[src/rtl/fetch_ctrl.sv]
// Instruction-fetch sequencer: owns the PC, issues word fetches over a
// req/ack handshake, holds the fetched word for decode, handles redirects
// (flushing wrong-path fetches) and raises a sticky fault on ack timeout.
module fetch_ctrl #(
    parameter logic [31:0] RESET_PC    = 32'h0000_0000,
    parameter int unsigned ACK_TIMEOUT = 16
) (
    input  logic        clk,
    input  logic        reset,
    output logic        imem_req,
    output logic [31:0] imem_addr,
    input  logic        imem_ack,
    input  logic [31:0] imem_rdata,
    output logic        inst_valid,
    output logic [31:0] inst_out,
    output logic [31:0] inst_pc,
    input  logic        dec_ready,
    input  logic        stall,
    input  logic        redirect,
    input  logic [31:0] redirect_pc,
    output logic        fetch_fault
);

    localparam int unsigned      CNT_W    = $clog2(ACK_TIMEOUT) + 1;
    localparam logic [CNT_W-1:0] CNT_LAST = CNT_W'(ACK_TIMEOUT - 1);
    localparam logic [31:0]      NOP      = 32'h0000_0013;

    typedef enum logic [1:0] {
        ST_IDLE,
        ST_FETCH,
        ST_HOLD,
        ST_FAULT
    } state_t;

    state_t           r_state, w_state_nxt;
    logic [31:0]      r_pc, w_pc_nxt;
    logic [31:0]      r_addr, w_addr_nxt;
    logic             r_req, w_req_nxt;
    logic             r_valid, w_valid_nxt;
    logic [31:0]      r_inst, w_inst_nxt;
    logic [31:0]      r_ipc, w_ipc_nxt;
    logic             r_fault, w_fault_nxt;
    logic             r_drop, w_drop_nxt;
    logic [CNT_W-1:0] r_cnt, w_cnt_nxt;

    logic [31:0]      w_redir_pc;
    logic             w_handshake;

    assign w_redir_pc  = redirect_pc & ~32'h0000_0003;
    assign w_handshake = r_valid & dec_ready & ~stall;

    // Next-state and next-output computation for the fetch sequencer.
    // imem_addr is a separate register from the PC so that a redirect can
    // move the PC while an un-acked request keeps presenting its old address.
    always_comb begin
        w_state_nxt = r_state;
        w_pc_nxt    = r_pc;
        w_addr_nxt  = r_addr;
        w_req_nxt   = r_req;
        w_valid_nxt = r_valid;
        w_inst_nxt  = r_inst;
        w_ipc_nxt   = r_ipc;
        w_fault_nxt = r_fault;
        w_drop_nxt  = r_drop;
        w_cnt_nxt   = r_cnt;

        case (r_state)
            ST_IDLE: begin
                w_state_nxt = ST_FETCH;
                if (redirect) begin
                    w_pc_nxt = w_redir_pc;
                end else begin
                    w_req_nxt  = 1'b1;
                    w_addr_nxt = r_pc;
                end
            end

            ST_FETCH: begin
                if (redirect) begin
                    w_pc_nxt    = w_redir_pc;
                    w_valid_nxt = 1'b0;
                    w_cnt_nxt   = '0;
                    if (r_req && imem_ack) begin
                        // Data of this ack is wrong-path: discard and re-request.
                        w_req_nxt  = 1'b0;
                        w_drop_nxt = 1'b0;
                    end else if (r_req) begin
                        // Request cannot be aborted; discard its data when it lands.
                        w_drop_nxt = 1'b1;
                    end
                end else if (!r_req) begin
                    w_req_nxt  = 1'b1;
                    w_addr_nxt = r_pc;
                    w_cnt_nxt  = '0;
                end else if (imem_ack) begin
                    w_req_nxt = 1'b0;
                    w_cnt_nxt = '0;
                    if (r_drop) begin
                        w_drop_nxt = 1'b0;
                    end else begin
                        w_inst_nxt  = imem_rdata;
                        w_ipc_nxt   = r_addr;
                        w_valid_nxt = 1'b1;
                        w_pc_nxt    = r_pc + 32'd4;
                        w_state_nxt = ST_HOLD;
                    end
                end else if (r_cnt == CNT_LAST) begin
                    w_fault_nxt = 1'b1;
                    w_req_nxt   = 1'b0;
                    w_valid_nxt = 1'b0;
                    w_state_nxt = ST_FAULT;
                end else begin
                    w_cnt_nxt = r_cnt + CNT_W'(1);
                end
            end

            ST_HOLD: begin
                if (redirect) begin
                    w_pc_nxt    = w_redir_pc;
                    w_valid_nxt = 1'b0;
                    w_cnt_nxt   = '0;
                    w_state_nxt = ST_FETCH;
                end else if (w_handshake) begin
                    w_valid_nxt = 1'b0;
                    w_state_nxt = ST_FETCH;
                end
            end

            ST_FAULT: begin
                w_req_nxt   = 1'b0;
                w_valid_nxt = 1'b0;
            end

            default: begin
                w_state_nxt = ST_IDLE;
            end
        endcase
    end

    // State and registered-output update with asynchronous reset.
    always_ff @(posedge clk or posedge reset) begin
        if (reset) begin
            r_state <= ST_IDLE;
            r_pc    <= RESET_PC;
            r_addr  <= RESET_PC;
            r_req   <= 1'b0;
            r_valid <= 1'b0;
            r_inst  <= NOP;
            r_ipc   <= '0;
            r_fault <= 1'b0;
            r_drop  <= 1'b0;
            r_cnt   <= '0;
        end else begin
            r_state <= w_state_nxt;
            r_pc    <= w_pc_nxt;
            r_addr  <= w_addr_nxt;
            r_req   <= w_req_nxt;
            r_valid <= w_valid_nxt;
            r_inst  <= w_inst_nxt;
            r_ipc   <= w_ipc_nxt;
            r_fault <= w_fault_nxt;
            r_drop  <= w_drop_nxt;
            r_cnt   <= w_cnt_nxt;
        end
    end

    assign imem_req    = r_req;
    assign imem_addr   = r_addr;
    assign inst_valid  = r_valid;
    assign inst_out    = r_inst;
    assign inst_pc     = r_ipc;
    assign fetch_fault = r_fault;

endmodule

[config.mk]
export PLATFORM = sky130hd
export DESIGN_NAME = fetch_ctrl
export DESIGN_NICKNAME = d
export VERILOG_FILES = /design/src/rtl/fetch_ctrl.sv
export SDC_FILE = /design/constraint.sdc
export NUM_CORES = 1
export LEC_CHECK = 0
export ABC_AREA = 1
export BUFFER_PORTS_ARGS = -buffer_cell sky130_fd_sc_hd__buf_2
export CAP_MARGIN = 10
export CORE_MARGIN = 3
export CORE_UTILIZATION = 40
export CTS_CLUSTER_DIAMETER = 50
export DETAILED_ROUTE_END_ITERATION = 8
export GPL_TIMING_DRIVEN = 0
export PLACE_DENSITY = 0.59
export SYNTH_ARGS = -nofsm -noshare
export SYNTH_HDL_FRONTEND = slang
export SYNTH_SLANG_ARGS = --single-unit
[constraint.sdc]
create_clock -name clk -period 6.8 [get_ports clk]
set_clock_uncertainty 0.1 [all_clocks]
set_input_delay 0.34 -clock clk [delete_from_list [all_inputs] [get_ports clk]]
set_output_delay 0.34 -clock clk [all_outputs]
set_load 0.1 [all_outputs]
==> impl_metrics.json <==
{
  "antennaDiodeCount": 0,
  "yosysSeqAreaShare_pct": 50.8,
  "start_util_pct": 41.2,
  "numCtsBuffers": 17,
  "ios": 169,
  "fmax_ghz": 0.462,
  "die_width_microns": 134,
  "fin_crit_sh_pct": 31.8,
  "rows": 46,
  "route.vias.total": 5631,
  "post_drt_via_cell_ratio": 4.84,
  "timing.final.setup_violations": 0,
  "wl_per_cell_microns": 14.9,
  "worst_slew_margin_rel_pct": 59.0,
  "drt_wl_total_microns": 17300,
  "synth_adder_area_share_pct": 1.72,
  "first_global_vias": 5395,
  "hold_class": "input pin to flip-flop",
  "synthesis.area_sq_um": 6560,
  "final_max_slew_viol_count": 0,
  "globalRoute.totalOverflow": 0,
  "nNetsFinal": 1013,
  "asyncSetResetFlopFracSynth_pct": 100,
  "cts_tree": "yes",
  "grt_pass1_wl_microns": 27800,
  "clock_tree.root_cell": "sky130_fd_sc_hd__clkbuf_16",
  "area_delta_synth_final_pct": 26.6,
  "die_height_microns": 134,
  "gp_congestion": 0.913,
  "dominantRegCellSynth": "sky130_fd_sc_hd__dfrtp_1",
  "arrival_time_of_the_worst_setup_path_ns": 2.34,
  "grt_start_max_net_pins": 98,
  "synthSimpleGateAreaFrac_pct": 23.8,
  "synth_area_per_cell_sq_um": 8.76,
  "crit_path_setup_slack_layout_ns": 4.64,
  "count_of_flip_flops_with_a_built_in_enable_after_synthesis": 0,
  "grt_antenna_before_repair": 1,
  "drt-initial-drc-count": 316,
  "netlist.top_cell.by_area": "sky130_fd_sc_hd__dfrtp_1",
  "xor_xnor_cell_area_share_of_the_yosys_netlist_pct": 0.534,
  "clock_sink_count": 133,
  "timing.final.crit_period_ns": 2.16,
  "hold_violations": 0,
  "worst_skew_pair_latency_ns": 0.42,
  "setup.worst_path.start_class": "flip-flop",
  "cts-resized-gates": 0,
  "dpl_worst_slack_ns": 4.65,
  "max-cap-violations": 0,
  "globalRouteTotalUtil_pct": 19.7,
  "io_buffer_count": 161,
  "netlist-cell-type-count": 36,
  "end_kind": "flip-flop",
  "synthCells": 749,
  "cts_max_level": 4,
  "compound_gate_portion_of_the_synthesized_area_pct": 5.87,
  "run_status": "completed",
  "hpwl_microns": 12900,
  "grt_setup_unrepaired": "false",
  "drtPass1Iterations": 5,
  "clk_path_buf_depth": 2,
  "setup_tns_ns": 0,
  "required_ns": 6.98,
  "synth_top_family_by_area": "simple AND/OR/NAND/NOR gates",
  "final_antenna_net_count": 0,
  "critical_path.max_fanout": 10,
  "placedCellCount": 1130,
  "final.hold.worst_slack_ns": 0.0338,
  "clk_transition_reported_paths_ns": 0.06,
  "yosys-mux-area-fraction_pct": 10.5,
  "slew_of_the_pin_with_the_lowest_slew_margin_ns": 0.612,
  "yosysWarnings": 0,
  "final-instance-count-excl-fill": 1163,
  "final.fill_count": 1528,
  "core_region_area_sq_um": 15900,
  "multiInputGateArea_sq_um": 2800,
  "drive_gt1_share_pct": 30.9,
  "ff_latch_area_sq_um": 3330,
  "critical_path_class": "flip-flop to flip-flop",
  "die-area_sq_um": 18000,
  "synth.top_cells.by_area": "sky130_fd_sc_hd__dfrtp_1, sky130_fd_sc_hd__nand2_1, sky130_fd_sc_hd__mux2_2",
  "synth.ff_latch_count": 133,
  "detail_route.drc_violations": 0,
  "synth.top_cell.area_share_pct": 49.6
}
## through the flow
stage,utilization (%),area [sq um]
finish,52.1,8310
global route,52.1,8310
CTS,52.1,8310
detailed placement,48.2,7680
global placement,48.0,7650
floorplan,-,6570
## synth_stat cells (2+ instances only)
cell	number
sky130_fd_sc_hd__nand2_1	211
sky130_fd_sc_hd__dfrtp_1	130
sky130_fd_sc_hd__nor2_1	102
sky130_fd_sc_hd__o21ai_0	61
sky130_fd_sc_hd__inv_1	57
sky130_fd_sc_hd__mux2_2	57
sky130_fd_sc_hd__nand3_1	44
sky130_fd_sc_hd__buf_2	12
sky130_fd_sc_hd__ha_1	9
sky130_fd_sc_hd__a21oi_1	7
sky130_fd_sc_hd__buf_4	6
sky130_fd_sc_hd__buf_6	4
sky130_fd_sc_hd__clkbuf_1	4
sky130_fd_sc_hd__clkbuf_8	4
sky130_fd_sc_hd__mux2_1	4
sky130_fd_sc_hd__xor2_1	4
sky130_fd_sc_hd__dfstp_2	3
sky130_fd_sc_hd__nand3b_1	3
sky130_fd_sc_hd__nor2_4	3
sky130_fd_sc_hd__o21ai_1	3
sky130_fd_sc_hd__and2_1	2
sky130_fd_sc_hd__inv_2	2
sky130_fd_sc_hd__nand4_1	2
sky130_fd_sc_hd__nor2_2	2
sky130_fd_sc_hd__nor3_1	2
## logic make-up after synthesis
kind of cell | after synthesis
AND/OR/NAND/NOR | 376
flip-flops | 133
multiplexers | 61
AO/OA/AOI/OAI | 75
buffers and inverters | 90
adder cells (fa/ha/maj) | 9
XOR/XNOR | 4
other | 1
## metal layers
metal	GRT usage, %	vias up	routed length [microns]	share of wire (%)
li1	-	2770	-	-
met1	25.5	2650	7750	45
met2	32.3	190	8010	46
met3	5.96	19	1290	7.5
met4	5.77	2	259	1.5
met5	0	-	7	0.040
## repair_timing
item | CTS | global route
hold buffers | 1 | 0
buffers inserted | 0 | 0
hold endpoints to repair | 36 | 0
## final timing paths
path	from	end	slack (ns)	cells after the start
min in group asynchronous	reset	inst_out[11]	0.37	3
hold reg to reg	fetch_fault	fetch_fault	0.37	2
max in group asynchronous	reset	inst_out[0]	5.44	4
setup reg to reg	r_state[1]	imem_addr[29]	4.64	6
setup / recovery	r_state[1]	imem_addr[29]	4.64	6
hold / removal	imem_rdata[18]	inst_out[18]	0.03	2
## critical path, stage by stage (launching register included)
cell,delay [ns]
sky130_fd_sc_hd__dfrtp_1,0.41
sky130_fd_sc_hd__inv_1,0.08
sky130_fd_sc_hd__ha_1,0.19
sky130_fd_sc_hd__buf_6,0.13
sky130_fd_sc_hd__o211ai_1,0.50
sky130_fd_sc_hd__clkbuf_1,0.45
sky130_fd_sc_hd__o21ai_0,0.15
## layout by cell type, fill, tap and decap left out, types with 7 or more instances in the layout
cell type,count
sky130_fd_sc_hd__nand2_1,211
sky130_fd_sc_hd__ha_1,9
sky130_fd_sc_hd__mux2_2,57
sky130_fd_sc_hd__nand3_1,44
sky130_fd_sc_hd__buf_2,173
sky130_fd_sc_hd__nor2_1,102
sky130_fd_sc_hd__a21oi_1,7
sky130_fd_sc_hd__clkbuf_16,17
sky130_fd_sc_hd__dfrtp_1,130
sky130_fd_sc_hd__o21ai_0,61
sky130_fd_sc_hd__inv_1,56
## layout make-up
cell class / instances / share of cell area [%]
flip-flops and latches: 133 / 40.1
repair buffers: 163 / 10.2
multi-input cells: 529 / 33.7
well taps: 216 / 3.25
inverters: 60 / 2.77
plain buffers: 30 / 2.65
clock buffers: 19 / 5.33
clock inverters: 13 / 2.06
## state kept, by name (all words and copies together), names as in the netlist
register     cells
r_pc            30
r_cnt            5
r_state          2
r_drop           1
fetch_fault      1
inst_valid       1
imem_req         1
inst_pc         30
inst_out        32
imem_addr       30
Power is not shown: default switching activity piles up to over one toggle a cycle in this logic, so the estimate is an artifact.
